`config.mk`:
```
export PLATFORM = sky130hd
export DESIGN_NAME = cpu_state_dumper
export DESIGN_NICKNAME = d
export VERILOG_FILES = /design/src/rtl/cpu_dbg_pkg.sv /design/src/rtl/perf_counters.sv /design/src/rtl/cpu_state_dumper.sv
export SDC_FILE = /design/constraint.sdc
export NUM_CORES = 1
export LEC_CHECK = 0
export ABC_CLOCK_PERIOD_IN_PS = 5100
export CAP_MARGIN = 20
export CORE_MARGIN = 4
export CORE_UTILIZATION = 45
export CTS_CLUSTER_DIAMETER = 60
export DETAILED_ROUTE_END_ITERATION = 8
export PLACE_DENSITY = 0.66
export SYNTH_ARGS = -nofsm -noshare
export SYNTH_HDL_FRONTEND = slang
export SYNTH_SLANG_ARGS = --single-unit
```
`constraint.sdc`:
```
create_clock -name clk_i -period 5.1 [get_ports clk_i]
set_clock_uncertainty 0.15 [all_clocks]
set_input_delay 0.51 -clock clk_i [delete_from_list [all_inputs] [get_ports clk_i]]
set_output_delay 0.51 -clock clk_i [all_outputs]
set_load 0.05 [all_outputs]
```
`src/rtl/cpu_dbg_pkg.sv`:
```
// Shared types and constants for the CPU state dumper.
package cpu_dbg_pkg;

   // Frame sections: idle, header words, register file, data memory
   typedef enum logic [1:0] {
      IDLE,
      HDR,
      REG,
      MEM
   } dump_state_e;

   localparam int unsigned HDR_WORDS = 4;

   // Header word positions within the HDR section
   localparam logic [1:0] HDR_CYCLE = 2'd0;
   localparam logic [1:0] HDR_PC    = 2'd1;
   localparam logic [1:0] HDR_STALL = 2'd2;
   localparam logic [1:0] HDR_FLUSH = 2'd3;

endpackage

```
`src/rtl/perf_counters.sv`:
```
// Cycle, stall and flush counters with a snapshot taken on request.
module perf_counters (
   input  logic        clk,
   input  logic        rst,
   input  logic        count_en,
   input  logic        stall,
   input  logic        branch,
   input  logic        flush,
   input  logic        snap,
   output logic [31:0] cycle_snap,
   output logic [31:0] stall_snap,
   output logic [31:0] flush_snap
);

   logic [31:0] cycle_cnt, stall_cnt, flush_cnt;
   logic [31:0] cycle_next, stall_next, flush_next;

   // Next counter values; the snapshot captures these so it includes the request edge
   always_comb begin
      cycle_next = cycle_cnt;
      stall_next = stall_cnt;
      flush_next = flush_cnt;
      if (count_en) begin
         cycle_next = cycle_cnt + 32'd1;
         // Stalls raised for a branch are not real data hazards
         if (stall && !branch) stall_next = stall_cnt + 32'd1;
         if (flush) flush_next = flush_cnt + 32'd1;
      end
   end

   // Counter and snapshot registers
   always_ff @(posedge clk) begin
      if (rst) begin
         cycle_cnt  <= '0;
         stall_cnt  <= '0;
         flush_cnt  <= '0;
         cycle_snap <= '0;
         stall_snap <= '0;
         flush_snap <= '0;
      end else begin
         cycle_cnt <= cycle_next;
         stall_cnt <= stall_next;
         flush_cnt <= flush_next;
         if (snap) begin
            cycle_snap <= cycle_next;
            stall_snap <= stall_next;
            flush_snap <= flush_next;
         end
      end
   end

endmodule

```
`src/rtl/cpu_state_dumper.sv`:
```
// Freezes the CPU on request and streams a header, register file and data memory as one frame.
module cpu_state_dumper
   import cpu_dbg_pkg::*;
#(
   parameter int unsigned DMEM_WORDS = 8,
   parameter int unsigned NUM_REGS   = 32
) (
   input  logic        clk_i,
   input  logic        rst_i,
   input  logic        start_i,
   input  logic [31:0] pc_i,
   input  logic        stall_i,
   input  logic        branch_i,
   input  logic        flush_i,
   input  logic        dump_req_i,
   output logic        cpu_hold_o,
   output logic [4:0]  reg_addr_o,
   input  logic [31:0] reg_data_i,
   output logic [4:0]  mem_addr_o,
   input  logic [31:0] mem_data_i,
   output logic [31:0] tx_data_o,
   output logic        tx_valid_o,
   output logic        tx_last_o,
   input  logic        tx_ready_i
);

   dump_state_e state;
   logic [4:0]  idx;
   logic        pending;
   logic [31:0] pc_snap;
   logic [31:0] cycle_snap, stall_snap, flush_snap;
   logic        handshake;
   logic        accept;
   logic        count_en;

   assign handshake = tx_valid_o && tx_ready_i;
   assign accept    = (state == IDLE) && (dump_req_i || pending);
   assign count_en  = start_i && !cpu_hold_o;

   perf_counters u_counters (
      .clk        (clk_i),
      .rst        (rst_i),
      .count_en   (count_en),
      .stall      (stall_i),
      .branch     (branch_i),
      .flush      (flush_i),
      .snap       (accept),
      .cycle_snap (cycle_snap),
      .stall_snap (stall_snap),
      .flush_snap (flush_snap)
   );

   // Frame word mux; register and memory data come straight from the held CPU's read ports
   always_comb begin
      tx_data_o = '0;
      unique case (state)
         HDR: begin
            case (idx[1:0])
               HDR_CYCLE: tx_data_o = cycle_snap;
               HDR_PC:    tx_data_o = pc_snap;
               HDR_STALL: tx_data_o = stall_snap;
               HDR_FLUSH: tx_data_o = flush_snap;
               default:   tx_data_o = '0;
            endcase
         end
         REG:     tx_data_o = reg_data_i;
         MEM:     tx_data_o = mem_data_i;
         default: tx_data_o = '0;
      endcase
   end

   // Dump sequencer with registered hold, valid, last and read addresses
   always_ff @(posedge clk_i) begin
      if (rst_i) begin
         state      <= IDLE;
         idx        <= '0;
         pending    <= 1'b0;
         pc_snap    <= '0;
         cpu_hold_o <= 1'b0;
         tx_valid_o <= 1'b0;
         tx_last_o  <= 1'b0;
         reg_addr_o <= '0;
         mem_addr_o <= '0;
      end else begin
         // One-deep request queue while a frame is in flight
         if (state != IDLE && dump_req_i) pending <= 1'b1;

         unique case (state)
            IDLE: begin
               if (accept) begin
                  state      <= HDR;
                  idx        <= '0;
                  pending    <= 1'b0;
                  pc_snap    <= pc_i;
                  cpu_hold_o <= 1'b1;
                  tx_valid_o <= 1'b1;
                  tx_last_o  <= 1'b0;
               end
            end
            HDR: begin
               if (handshake) begin
                  if (idx == 5'(HDR_WORDS - 1)) begin
                     state      <= REG;
                     idx        <= '0;
                     reg_addr_o <= '0;
                  end else begin
                     idx <= idx + 5'd1;
                  end
               end
            end
            REG: begin
               if (handshake) begin
                  if (idx == 5'(NUM_REGS - 1)) begin
                     state      <= MEM;
                     idx        <= '0;
                     mem_addr_o <= '0;
                     tx_last_o  <= (DMEM_WORDS == 1);
                  end else begin
                     idx        <= idx + 5'd1;
                     reg_addr_o <= idx + 5'd1;
                  end
               end
            end
            MEM: begin
               if (handshake) begin
                  if (idx == 5'(DMEM_WORDS - 1)) begin
                     state      <= IDLE;
                     idx        <= '0;
                     reg_addr_o <= '0;
                     mem_addr_o <= '0;
                     cpu_hold_o <= 1'b0;
                     tx_valid_o <= 1'b0;
                     tx_last_o  <= 1'b0;
                  end else begin
                     idx        <= idx + 5'd1;
                     mem_addr_o <= idx + 5'd1;
                     tx_last_o  <= (idx + 5'd1 == 5'(DMEM_WORDS - 1));
                  end
               end
            end
            default: state <= IDLE;
         endcase
      end
   end

endmodule
```
==> impl_metrics.env <==
export IMPL_status="finished with violations"
export IMPL_violations="design-rule violations"
export IMPL_synthAdderAreaFrac=0.0150
export IMPL_place_ws_ns=1.42
export IMPL_cp_cell_sequence="inv_1 > ha_1 > buf_4 > a222oi_1 > o21ai_0 > a222oi_1 > nor2_1 > clkdlybuf4s50_1"
export IMPL_htreeDepth=1
export IMPL_vias_per_cell=5.68
export IMPL_crit_path_end_kind="output pin"
export IMPL_setup_viol=0
export IMPL_placeableCoreArea_mm2=0.0236
export IMPL_layout_min_cycle_time_ns=4.23
export IMPL_crit_fanout=18
export IMPL_ioPinCount=149
export IMPL_synth_edff_count=0
export IMPL_clkTransAtPathRegs_ns=0.06
export IMPL_max_clock_freq_mhz=237
export IMPL_rows=56
export IMPL_ctsResizeCount=0
export IMPL_grt_antenna_before_repair=0
export IMPL_initial_core_util=0.460
export IMPL_yosys_area_share_simple=0.234
export IMPL_timing_hold_ws_ns=0.314
export IMPL_power_density_mw_per_mm2=467
export IMPL_cts_setup_buffers=0
export IMPL_firstDrtPassIters=9
export IMPL_gr_total_overflow=0
export IMPL_gp_congestion=0.931
export IMPL_synth_area_per_cell_um2=8.49
export IMPL_dpl_hpwl_um=23500
export IMPL_synth_xor_area_share=0.0759
export IMPL_num_vias=9718
export IMPL_place_area_mm2=0.0125
export IMPL_cts_tree="done"
export IMPL_synthFlopType="dfxtp_1"
export IMPL_syn_to_final_growth_pct=23.0
export IMPL_synth_nets=1396
export IMPL_clk_latency_ns=0.52
export IMPL_nets=1493
export IMPL_tns_ns=0
export IMPL_grt_pass1_wl_um=50600
export IMPL_drt_iter0_markers=1114
export IMPL_clock_sinks=244
export IMPL_clk_path_buf_depth=3
export IMPL_yosysWarningCount=0
export IMPL_grt_total_usage=0.237
export IMPL_worst_slew_pin_slew_ns=1.08
export IMPL_synth_area_mm2=0.0109
export IMPL_drive_gt1_frac=0.0503
export IMPL_final_util=0.565
export IMPL_async_reset_ff_frac=0
export IMPL_cpMostUsedCell="a222oi_1"
export IMPL_fp_dieH_um=163
export IMPL_synth_cell_type_count=58
export IMPL_crit_type="reg -> out"
export IMPL_hold_violations=0
export IMPL_syn_inst=1279
export IMPL_leakage_uw=0.00456
export IMPL_wl_um=32700
export IMPL_max_stage_delay_ns=0.72
export IMPL_ys_ff_latch=244
export IMPL_wl_per_cell_um=19.1
export IMPL_io_buffers=148
export IMPL_drv_cap=0
export IMPL_grt_max_degree=135
export IMPL_synth_top_family_by_area="simple AND/OR/NAND/NOR gates"
export IMPL_rsz0062_at_grt="no"
export IMPL_required_ns=4.44
export IMPL_cts_root_buf="clkbuf_16"
export IMPL_cts_buffers=27
export IMPL_synth_compound_area_share=0.173
export IMPL_hold_class="reg -> reg"
export IMPL_detail_route_antenna_nets=0
export IMPL_design_area_mm2=0.0134
export IMPL_worst_setup_path_start_kind="flop"
export IMPL_synth_mux_area_frac=0.00945
export IMPL_slew_viol_final=0
export IMPL_grt_pass1_vias=9099
export IMPL_ctsHoldBuffers=0
export IMPL_die_width_um=163
export IMPL_post_route_drc_count=1
export IMPL_critPathArrivalTime_ns=3.57
export IMPL_setup_slack_ns=0.874
export IMPL_timing_final_crit_share=0.829
export IMPL_slowest_stage="clkdlybuf4s50_1"
export IMPL_dieArea_mm2=0.0267
export IMPL_peakVddDrop_mv=0.317
export IMPL_slew_headroom=0.276
export IMPL_yosysSeqAreaShare=0.450
export IMPL_antenna_cells=0
[where the power goes]
group	total, µW	internal (µW)	switching (µW)
Sequential	2510	2230	283
Clock	1910	1160	752
Combinational	1820	635	1180
Total	6240	4020	2220
[layout by cell type (no fill, tap or decap), drive strengths merged, types with 6 or more instances in the layout]
master,synthesis,routed
a211oi,91,91
a21oi,42,42
a222oi,64,64
a22oi,7,7
and2,11,11
and3,18,18
and4,9,9
buf,9,14
clkbuf,85,41
clkdlybuf4s50,0,147
dfxtp,244,244
ha,13,13
inv,15,15
mux2i,8,8
nand2,135,135
nand2b,6,6
nand3,38,38
nand4,33,33
nor2,248,248
nor3,25,25
nor4,13,13
o21ai,39,39
xnor2,41,41
xor2,53,53
[critical path: cells and delay by family (launching register included)]
| kind | cells | cell delay (ns) |
|---|---|---|
| AO/OA/AOI/OAI | 3 | 1.02 |
| buffers and inverters | 3 | 1.12 |
| adder cells (fa/ha/maj) | 1 | 0.40 |
| AND/OR/NAND/NOR | 1 | 0.08 |
| flip-flops | 1 | 0.41 |
[cell usage after synthesis, types with 13 or more instances]
cell        n  share of area
xor2_1     53          0.043
nand4_1    33          0.019
inv_1      15         0.0052
a211oi_1   90          0.062
dfxtp_1   244           0.45
and3_1     18          0.010
a222oi_1   64          0.059
nor2_1    248          0.086
a21oi_1    42          0.019
o21ai_0    38          0.018
nand2_1   135          0.047
ha_1       13          0.015
nand3_1    37          0.017
clkbuf_1   81          0.028
nor3_1     24          0.011
xnor2_1    41          0.033
[cell type report]
class | instances | area (µm²)
clock buffers | 40 | 785
multi-input cells | 926 | 5520
well taps | 319 | 399
inverters | 15 | 56.3
repair buffers | 162 | 1620
clock inverters | 6 | 86.3
fillers | 2214 | 10300
flip-flops and latches | 244 | 4880
[flip-flops by register name (all words and copies together) (netlist names), 2 cells and up]
| signal | flops |
|---|---|
| u_counters.stall_cnt | 32 |
| u_counters.cycle_cnt | 32 |
| u_counters.flush_cnt | 32 |
| u_counters.flush_snap | 32 |
| u_counters.cycle_snap | 32 |
| state | 2 |
| u_counters.stall_snap | 32 |
| idx | 5 |
| mem_addr_o | 5 |
| pc_snap | 32 |
| reg_addr_o | 5 |
[metrics by stage]
stage	std cells	power, µW
after detailed placement	1665	4360
after floorplan	1279	3740
after CTS	1711	6260
after global routing	1712	6580
final	1712	6240
after global placement	1665	4340
[layer usage]
metal	routed length, µm	track usage	part of all wire
met4	1700	0.119	0.052
met3	2100	0.0333	0.064
met2	14800	0.374	0.45
met1	14100	0.318	0.43
met5	0	0	0
[kinds of logic (layout without fill, tap and decap cells)]
logic type | after synthesis | in the layout
buffers and inverters | 109 | 223
xor gates and xnor gates | 94 | 94
AOI/OAI and AO/OA | 254 | 254
muxes | 10 | 10
DFF | 244 | 244
and+or+nand+nor | 555 | 555
adders and majority gates | 13 | 13
[worst paths after layout]
kind	startpoint	endpoint	slack, ns	cells after the start
min	pc_snap[29]	pc_snap[29]	0.31	2
min reg2reg	pc_snap[29]	pc_snap[29]	0.31	2
max reg2reg	state[0]	u_counters.cycle_snap[24]	1.82	7
max	idx[1]	tx_data_o[27]	0.87	8
(Power assumes the default switching activity.)
